## src/rtl/uart_str_sender.sv

```systemverilog
// Sends a latched ASCII string one byte at a time to a UART frame transmitter.
// The string can be followed by CR/LF, with optional idle gaps between bytes.
module uart_str_sender #(
  parameter int MAX_LEN     = 32,
  parameter int LEN_W       = 6,
  parameter int APPEND_CRLF = 0,
  parameter int GAP_CYCLES  = 0
) (
  input  logic                 clk,
  input  logic                 reset_p,
  input  logic                 start,
  input  logic [8*MAX_LEN-1:0] str,
  input  logic [LEN_W-1:0]     str_len,
  input  logic                 abort,
  input  logic                 tx_done,
  output logic [7:0]           char,
  output logic                 tx_en,
  output logic                 busy,
  output logic                 done,
  output logic                 err_len
);

  localparam int               GAP_W    = (GAP_CYCLES > 1) ? $clog2(GAP_CYCLES) : 1;
  localparam logic [GAP_W-1:0] GAP_LOAD = (GAP_CYCLES > 0) ? GAP_W'(GAP_CYCLES - 1) : '0;
  localparam logic [GAP_W-1:0] GAP_ONE  = GAP_W'(1);
  localparam logic [LEN_W:0]   TAIL_N   = (APPEND_CRLF != 0) ? (LEN_W+1)'(2) : '0;
  localparam logic [LEN_W:0]   MAX_N    = (LEN_W+1)'(MAX_LEN);
  localparam logic [LEN_W:0]   ONE      = (LEN_W+1)'(1);

  typedef enum logic [1:0] {S_IDLE, S_LOAD, S_WAIT, S_GAP} state_t;

  state_t               state_q;
  logic [8*MAX_LEN-1:0] str_q;
  logic [LEN_W-1:0]     len_q;
  logic [LEN_W:0]       idx_q;
  logic [GAP_W-1:0]     gap_q;
  logic [7:0]           char_q;
  logic                 tx_en_q;
  logic                 busy_q;
  logic                 done_q;
  logic                 err_len_q;

  logic [LEN_W:0]       total_bytes;
  logic [LEN_W:0]       sel_pos;
  logic [7:0]           send_byte;
  logic                 last_byte;

  // idx_q counts bytes already handed off; it reaching the total means the message is complete.
  always_comb begin
    total_bytes = {1'b0, len_q} + TAIL_N;
    last_byte   = (idx_q == total_bytes);
    sel_pos     = {1'b0, len_q} - idx_q - ONE;
    send_byte   = 8'h00;
    if (idx_q < {1'b0, len_q}) begin
      for (int k = 0; k < MAX_LEN; k++) begin
        if ((LEN_W+1)'(k) == sel_pos) begin
          send_byte = str_q[8*k +: 8];
        end
      end
    end else if (idx_q == {1'b0, len_q}) begin
      send_byte = 8'h0D;
    end else begin
      send_byte = 8'h0A;
    end
  end

  always_ff @(posedge clk or posedge reset_p) begin
    if (reset_p) begin
      state_q   <= S_IDLE;
      str_q     <= '0;
      len_q     <= '0;
      idx_q     <= '0;
      gap_q     <= '0;
      char_q    <= 8'h00;
      tx_en_q   <= 1'b0;
      busy_q    <= 1'b0;
      done_q    <= 1'b0;
      err_len_q <= 1'b0;
    end else begin
      tx_en_q   <= 1'b0;
      done_q    <= 1'b0;
      err_len_q <= 1'b0;
      case (state_q)
        S_IDLE: begin
          if (start && !abort) begin
            if ({1'b0, str_len} > MAX_N) begin
              err_len_q <= 1'b1;
            end else begin
              str_q   <= str;
              len_q   <= str_len;
              idx_q   <= '0;
              busy_q  <= 1'b1;
              state_q <= S_LOAD;
            end
          end
        end
        S_LOAD: begin
          if (abort) begin
            busy_q  <= 1'b0;
            state_q <= S_IDLE;
          end else if (last_byte) begin
            done_q  <= 1'b1;
            busy_q  <= 1'b0;
            state_q <= S_IDLE;
          end else begin
            char_q  <= send_byte;
            tx_en_q <= 1'b1;
            idx_q   <= idx_q + ONE;
            state_q <= S_WAIT;
          end
        end
        S_WAIT: begin
          // A tx_done coinciding with our own tx_en belongs to an earlier frame.
          if (abort) begin
            busy_q  <= 1'b0;
            state_q <= S_IDLE;
          end else if (tx_done && !tx_en_q) begin
            if (last_byte) begin
              done_q  <= 1'b1;
              busy_q  <= 1'b0;
              state_q <= S_IDLE;
            end else if (GAP_CYCLES > 0) begin
              gap_q   <= GAP_LOAD;
              state_q <= S_GAP;
            end else begin
              char_q  <= send_byte;
              tx_en_q <= 1'b1;
              idx_q   <= idx_q + ONE;
              state_q <= S_WAIT;
            end
          end
        end
        S_GAP: begin
          if (abort) begin
            busy_q  <= 1'b0;
            state_q <= S_IDLE;
          end else if (gap_q == '0) begin
            char_q  <= send_byte;
            tx_en_q <= 1'b1;
            idx_q   <= idx_q + ONE;
            state_q <= S_WAIT;
          end else begin
            gap_q <= gap_q - GAP_ONE;
          end
        end
        default: state_q <= S_IDLE;
      endcase
    end
  end

  assign char    = char_q;
  assign tx_en   = tx_en_q;
  assign busy    = busy_q;
  assign done    = done_q;
  assign err_len = err_len_q;

endmodule

```

## config.mk

```make
export PLATFORM = sky130hd
export DESIGN_NAME = uart_str_sender
export DESIGN_NICKNAME = d
export VERILOG_FILES = /design/src/rtl/uart_str_sender.sv
export SDC_FILE = /design/constraint.sdc
export NUM_CORES = 1
export LEC_CHECK = 0
export ABC_CLOCK_PERIOD_IN_PS = 10800
export BUFFER_PORTS_ARGS = -buffer_cell sky130_fd_sc_hd__buf_4
export CORE_UTILIZATION = 40
export CTS_BUF_LIST = sky130_fd_sc_hd__clkbuf_16
export CTS_CLUSTER_DIAMETER = 40
export DETAILED_ROUTE_END_ITERATION = 10
export GPL_ROUTABILITY_DRIVEN = 0
export PLACE_DENSITY = 0.7
export SLEW_MARGIN = 15
export SYNTH_ARGS = -nofsm -noshare
export SYNTH_HDL_FRONTEND = slang
export SYNTH_SLANG_ARGS = --single-unit
```

## constraint.sdc

```tcl
create_clock -name clk -period 10.8 [get_ports clk]
set_clock_uncertainty 0.2 [all_clocks]
set_input_delay 1.62 -clock clk [delete_from_list [all_inputs] [get_ports clk]]
set_output_delay 1.62 -clock clk [all_outputs]
set_load 0.02 [all_outputs]
```

==> flow_summary.yaml, run 1 <==
detailed_routing:
  wl_per_cell_um: 19.5
  avgViaCountPerCell: 5.49
  drc: 19
  wl_met2_um: 21300
  ant_nets: 0
  drt_iter0_drc: 1676
  maxUsedRoutingLayer: "met4"
  wl_um: 48400
  drtPass1Iterations: 9
  met1_length_um: 20400
  dr_wl_met3_um: 4590
  vias: 13600
synthesis:
  ys_warn_count: 0
  synth_edf_count: 0
  synth.distinct_cells: 84
  synthCells: 1751
  synth_ff_type: "dfrtp_1"
  synthTopCellsByArea: "dfrtp_1, nand2_1, mux4_2, mux2i_1, clkbuf_1"
  syn_area_per_cell_um2: 8.32
  yosys_register_bits: 283
  syn-num-nets: 2036
  syn_area_um2: 14600
  synth_top_cell_by_area: "dfrtp_1"
  yosysTopAreaCellShare: 0.486
  seq_area_frac_synth: 0.486
  async_flop_share: 1.00
clock_network:
  clock-sinks: 283
  path_clk_slew_ns: 0.05
  tritoncts: "yes"
  cts_made_buffers: 46
  cts_htree_levels: 2
  cts_resized: 0
  cts_max_path_buffers: 3
  cts_hold_buf: 0
  postCtsSetupBuffers: 0
  clock_latency_ns: 0.57
  root_buffer: "clkbuf_16"
setup_path:
  crit_path_frequent_cell: "inv_1"
  arrival_ns: 5.44
  required_ns: 11.07
  max_stage_delay_ns: 1.09
  path_cells: "inv_1, ha_1, fa_4, buf_4, inv_1, nor2_1, o2bb2ai_1, nand2_1, a211oi_1, a2bb2oi_1, o41ai_1, a22oi_1"
  crit_path_max_fanout: 32
  crit_path_end_kind: "flop"
  cp-start-kind: "flop"
  critical_path_class: "flop to flop"
  crit_path_top_delay_cell: "fa_4"
sta:
  layout_setup_ws_ns: 5.63
  final_hold_viol_count: 0
  tightest_slew_ns: 1.14
  rsz0062_at_grt: "false"
  fin_crit_ns: 5.17
  relSlewSlack: 0.238
  tns_ns: 0
  setup_viol: 0
  fmax_ghz: 0.193
  maxSlewViolCount: 0
  period_share: 0.479
finish:
  fillers: 3341
  diodes: 0
  multi_input_area_um2: 7000
  final_cell_area_um2: 18400
  fin_nets: 2270
  drive_gt1_frac: 0.215
  final_cell_mix: "nand2_1, buf_4, dfrtp_1"
  regArea_um2: 7080
  syn2layout_area_growth_pct: 26.6
  final_common_cell: "nand2_1"
pwr:
  p_int_mw: 3.66
  p_seq_frac: 0.267
  peakVddDrop_mv: 0.207
  power.net_switching_mw: 3.34
  p_leak_nw: 9.29
  swShare: 0.477
  clockPowerShare: 0.201
  combPwrFrac: 0.532
  power_density_nw_per_um2: 379
floorplan:
  dieHeight_um: 193
  die-area_um2: 37200
  core-area_um2: 35700
  die_w_um: 193
  initial_core_util: 0.408
  std_cell_rows: 69
  ios: 279
global_routing:
  grt.overflow.total: 0
  grt_pass1_wl_um: 74200
  grt_pass1_vias: 13200
  grt_antenna_before_repair: 0
  grt_usage: 0.261
  grt_max_degree: 223
run:
  cap_violations: 0
hold_path:
  hold_path.class: "flop to flop"
status:
  outcome: "complete, but fails checks"
  failed_checks: "design-rule violations"
placed_design:
  dp_hpwl_um: 33900
  place_ws_ns: 5.51
  numPortBuffers: 278
  placedInstanceArea_um2: 17000
synth_stat cells (all sizes together) (9+ instances only):
library cell and instances:
a2111oi 10, a211oi 15, a21oi 46, a22oi 9, a31oi 10, buf 28
clkbuf 79, dfrtp 283, ha 17, inv 22, mux2 16, mux2i 32
mux4 16, nand2 826, nand2b 9, nand3 25, nand4 12, nor2 67
nor2b 11, nor3 25, o21ai 60, o22ai 10
stage by stage:
stage	power, mW	instances	util	hold WS [ns]
after floorplan	4.32	1751	-	0.237
after global placement	5.41	2398	0.475	0.250
after detailed placement	5.48	2398	0.475	0.256
after CTS	6.92	2482	0.516	0.269
after global routing	7.39	2482	0.516	0.286
final	7.00	2482	0.516	0.269
per-layer routing:
metal | track usage | vias to the layer above
met3 | 0.0575 | 141
met1 | 0.361 | 6384
met4 | 0.105 | 0
li1 | - | 6335
met5 | 0 | -
met2 | 0.396 | 757
power groups by stage:
stage                     registers [mW]  clock network (mW)  logic [mW]
after CTS                           1.86                1.43        3.63
after global placement              1.85                   0        3.55
after global routing                1.91                1.48        4.00
after detailed placement            1.87                   0        3.61
final                               1.87                1.41        3.72
after floorplan                     1.76                   0        2.55
layout make-up:
cell class	instances	area share
tap	461	0.0313
timing repair buffer	293	0.120
multi-input combinational	1339	0.379
clock buffer	46	0.0624
inverter	22	0.00488
sequential	283	0.384
clock inverter	38	0.0183
state kept, by name (all words and copies together) (netlist names):
name,flops
err_len,1
str_q,256
idx_q,7
tx_en,1
char,8
busy,1
len_q,6
done,1
state_q,2
critical path: cells and delay by family (launching register included):
kind	cells	cell delay (ns)
adders and majority gates	2	1.34
AOI/OAI and AO/OA	5	1.24
buffers and inverters	3	1.13
and+or+nand+nor	2	0.74
DFF	1	0.37
path summary, 6_finish.rpt:
check | from | end | slack [ns] | cells past startpoint
max in group asynchronous | reset_p | len_q[3] | 7.69 | 3
min in group asynchronous | reset_p | done | 1.07 | 2
worst min-delay path | str_q[90] | str_q[90] | 0.27 | 2
worst min register to register | str_q[90] | str_q[90] | 0.27 | 2
worst max register to register | idx_q[0] | char[5] | 5.63 | 12
worst max-delay path | idx_q[0] | char[5] | 5.63 | 12
logic make-up after synthesis:
group / Yosys count / share of synthesized area
flops: 283 / 0.486
buf+inv: 129 / 0.0369
compound gates: 247 / 0.120
xor+xnor: 7 / 0.00472
fa+ha+maj: 18 / 0.0160
mux: 64 / 0.0593
simple gates: 1003 / 0.277
No activity file was read; power rests on OpenSTA's default activity.
==> run 2, diff against run 1 <==
--- a/config.mk
+++ b/config.mk
@@ -5,7 +5,7 @@
 export SDC_FILE = /design/constraint.sdc
 export NUM_CORES = 1
 export LEC_CHECK = 0
-export ABC_CLOCK_PERIOD_IN_PS = 10800
+export ABC_CLOCK_PERIOD_IN_PS = 5100
 export BUFFER_PORTS_ARGS = -buffer_cell sky130_fd_sc_hd__buf_4
 export CORE_UTILIZATION = 40
 export CTS_BUF_LIST = sky130_fd_sc_hd__clkbuf_16
==> constraint.sdc (replaced) <==
create_clock -name clk -period 5.1 [get_ports clk]
set_clock_uncertainty 0.2 [all_clocks]
set_input_delay 0.765 -clock clk [delete_from_list [all_inputs] [get_ports clk]]
set_output_delay 0.765 -clock clk [all_outputs]
set_load 0.02 [all_outputs]
==> run 2 against run 1 <==
Net effect:
- the flow still finishes with violations (design-rule violations)
- clock power rose by 110%
- critical path depth fell by 1
- clock-buffer cell count decreased by 3
- utilization about the same
- hold slack worse by 0.044 ns
- setup slack worse by 4.9 ns
- total power up 110%
- sequential share of layout area about the same
- register-to-register slack got worse by 4.9 ns
- sequential cell count unchanged
- combinational power grew 110%
- largest cell class unchanged
- largest power group unchanged
==> flow_summary.yaml, run 2 (synthesis gave the netlist of run 1 again) <==
run:
  cap_violations: 0
setup_path:
  path_cells: "inv_1, ha_1, fa_4, buf_4, mux2_2, a22oi_1, mux2_2, o22ai_1, o2bb2ai_1, a2111oi_0, nor4_1"
  crit_path_top_delay_cell: "fa_4"
  rr_endpoint: "char[2]"
  critical-path-top-delay-family: "adder cells"
  crit_path_max_fanout: 54
  max_stage_delay_ns: 1.02
  crit_path_end_kind: "flop"
  arrival_ns: 4.56
  cp-start-kind: "flop"
  critPathBufInv: 2
  ff2ff_path_depth: 11
  critical_path_class: "flop to flop"
  crit_path_frequent_cell: "mux2_2"
  required_ns: 5.28
  r2r-start: "idx_q[0]"
  r2r_slack_ns: 0.72
global_routing:
  grt_pass1_wl_um: 74000
  grt_max_degree: 161
  grt_pass1_vias: 13100
  grt_antenna_before_repair: 0
  grt_usage: 0.261
  grt.overflow.total: 0
sta:
  tightest_slew_ns: 1.13
  period_share: 0.859
  layout_setup_ws_ns: 0.719
  fmax_ghz: 0.228
  relSlewSlack: 0.247
  maxSlewViolCount: 0
  setup_viol: 0
  tns_ns: 0
  final_hold_viol_count: 0
  fin_crit_ns: 4.38
  rsz0062_at_grt: "false"
finish:
  fillers: 3425
  syn2layout_area_growth_pct: 26.7
  fin_nets: 2268
  regArea_um2: 7080
  drive_gt1_frac: 0.210
  final_common_cell: "nand2_1"
  largest_reg_flops: 256
  regMostFlops: "str_q"
  final_cell_mix: "nand2_1, buf_4, dfrtp_1"
  diodes: 0
  multi_input_area_um2: 7000
floorplan:
  die-area_um2: 37200
  die_w_um: 193
  core-area_um2: 35700
  ios: 279
  std_cell_rows: 69
  dieHeight_um: 193
  initial_core_util: 0.408
pwr:
  clockPowerShare: 0.198
  p_int_mw: 7.82
  p_seq_frac: 0.276
  combPwrFrac: 0.526
  p_leak_nw: 9.30
  peakVddDrop_mv: 0.541
  finalPower_mw: 14.8
  power.net_switching_mw: 6.97
  swShare: 0.471
  power_density_nw_per_um2: 802
clock_network:
  clock-sinks: 283
  cts_resized: 0
  cts_htree_levels: 2
  root_buffer: "clkbuf_16"
  postCtsSetupBuffers: 0
  tritoncts: "yes"
  cts_max_path_buffers: 3
  cts_made_buffers: 42
  path_clk_slew_ns: 0.06
  clock_latency_ns: 0.52
  cts_hold_buf: 0
detailed_routing:
  drt_iter0_drc: 1574
  drc: 21
  wl_um: 48800
  drtPass1Iterations: 11
  vias: 13700
  wl_per_cell_um: 19.7
  avgViaCountPerCell: 5.54
  ant_nets: 0
hold_path:
  hold_depth: 3
  hold_path.class: "primary input to flop"
  min_to: "str_q[76]"
  hold_path.startpoint: "str[76]"
status:
  outcome: "complete, but fails checks"
  failed_checks: "design-rule violations"
placed_design:
  dp_hpwl_um: 35200
  place_ws_ns: 0.931
  numPortBuffers: 278
[run 2: layer usage]
layer / vias up / global-route usage / wire [um]
li1: 6323 / - / -
met1: 6456 / 0.360 / 20100
met2: 795 / 0.401 / 21600
met3: 147 / 0.0566 / 5010
met4: 0 / 0.0963 / 2010
met5: - / 0 / 0
[run 2: area by class of cell]
| cell class | instances | area share |
|---|---|---|
| clock buffers | 43 | 0.0583 |
| clock inverters | 33 | 0.0187 |
| inverters | 22 | 0.00468 |
| multi-input cells | 1339 | 0.379 |
| flip-flops and latches | 283 | 0.384 |
| well taps | 461 | 0.0313 |
| repair buffers | 295 | 0.124 |
[run 2: through the flow]
| stage | utilization | std cells | area, um2 | hold WS (ns) |
|---|---|---|---|---|
| 2_1_floorplan | - | 1751 | 14600 | 0.237 |
| 6_report | 0.516 | 2476 | 18500 | 0.225 |
| 3_5_place_dp | 0.477 | 2400 | 17000 | 0.260 |
| 5_1_grt | 0.516 | 2476 | 18500 | 0.220 |
| 4_1_cts | 0.516 | 2476 | 18500 | 0.212 |
| 3_3_place_gp | 0.477 | 2400 | 17000 | 0.254 |
[run 2: worst max path at each step]
stage	start	to	slack, ns	depth (start not counted)
3_5_place_dp	idx_q[0]	char[2]	0.93	11
2_1_floorplan	reset_p	busy	0.39	1
3_3_place_gp	idx_q[0]	char[2]	0.97	11
6_report	idx_q[0]	char[2]	0.72	11
4_1_cts	idx_q[0]	char[2]	0.90	11
5_1_grt	idx_q[0]	char[2]	0.55	11
[run 2: worst reg2reg max path, stage by stage (launching register included)]
cell and delay (ns):
dfrtp_1 0.38, inv_1 0.11, ha_1 0.25, fa_4 1.02, buf_4 0.63, mux2_2 0.48, a22oi_1 0.14, mux2_2 0.18
o22ai_1 0.10, o2bb2ai_1 0.17, a2111oi_0 0.48, nor4_1 0.10
[run 2: power by group through the flow]
stage               Combinational [mW]  Sequential [mW]  Clock (mW)
finish                            7.79             4.08        2.93
global route                      8.29             4.16        3.05
CTS                               7.52             4.05        2.95
detailed placement                7.47             4.07           0
global placement                  7.33             4.05           0
floorplan                         5.41             3.73           0
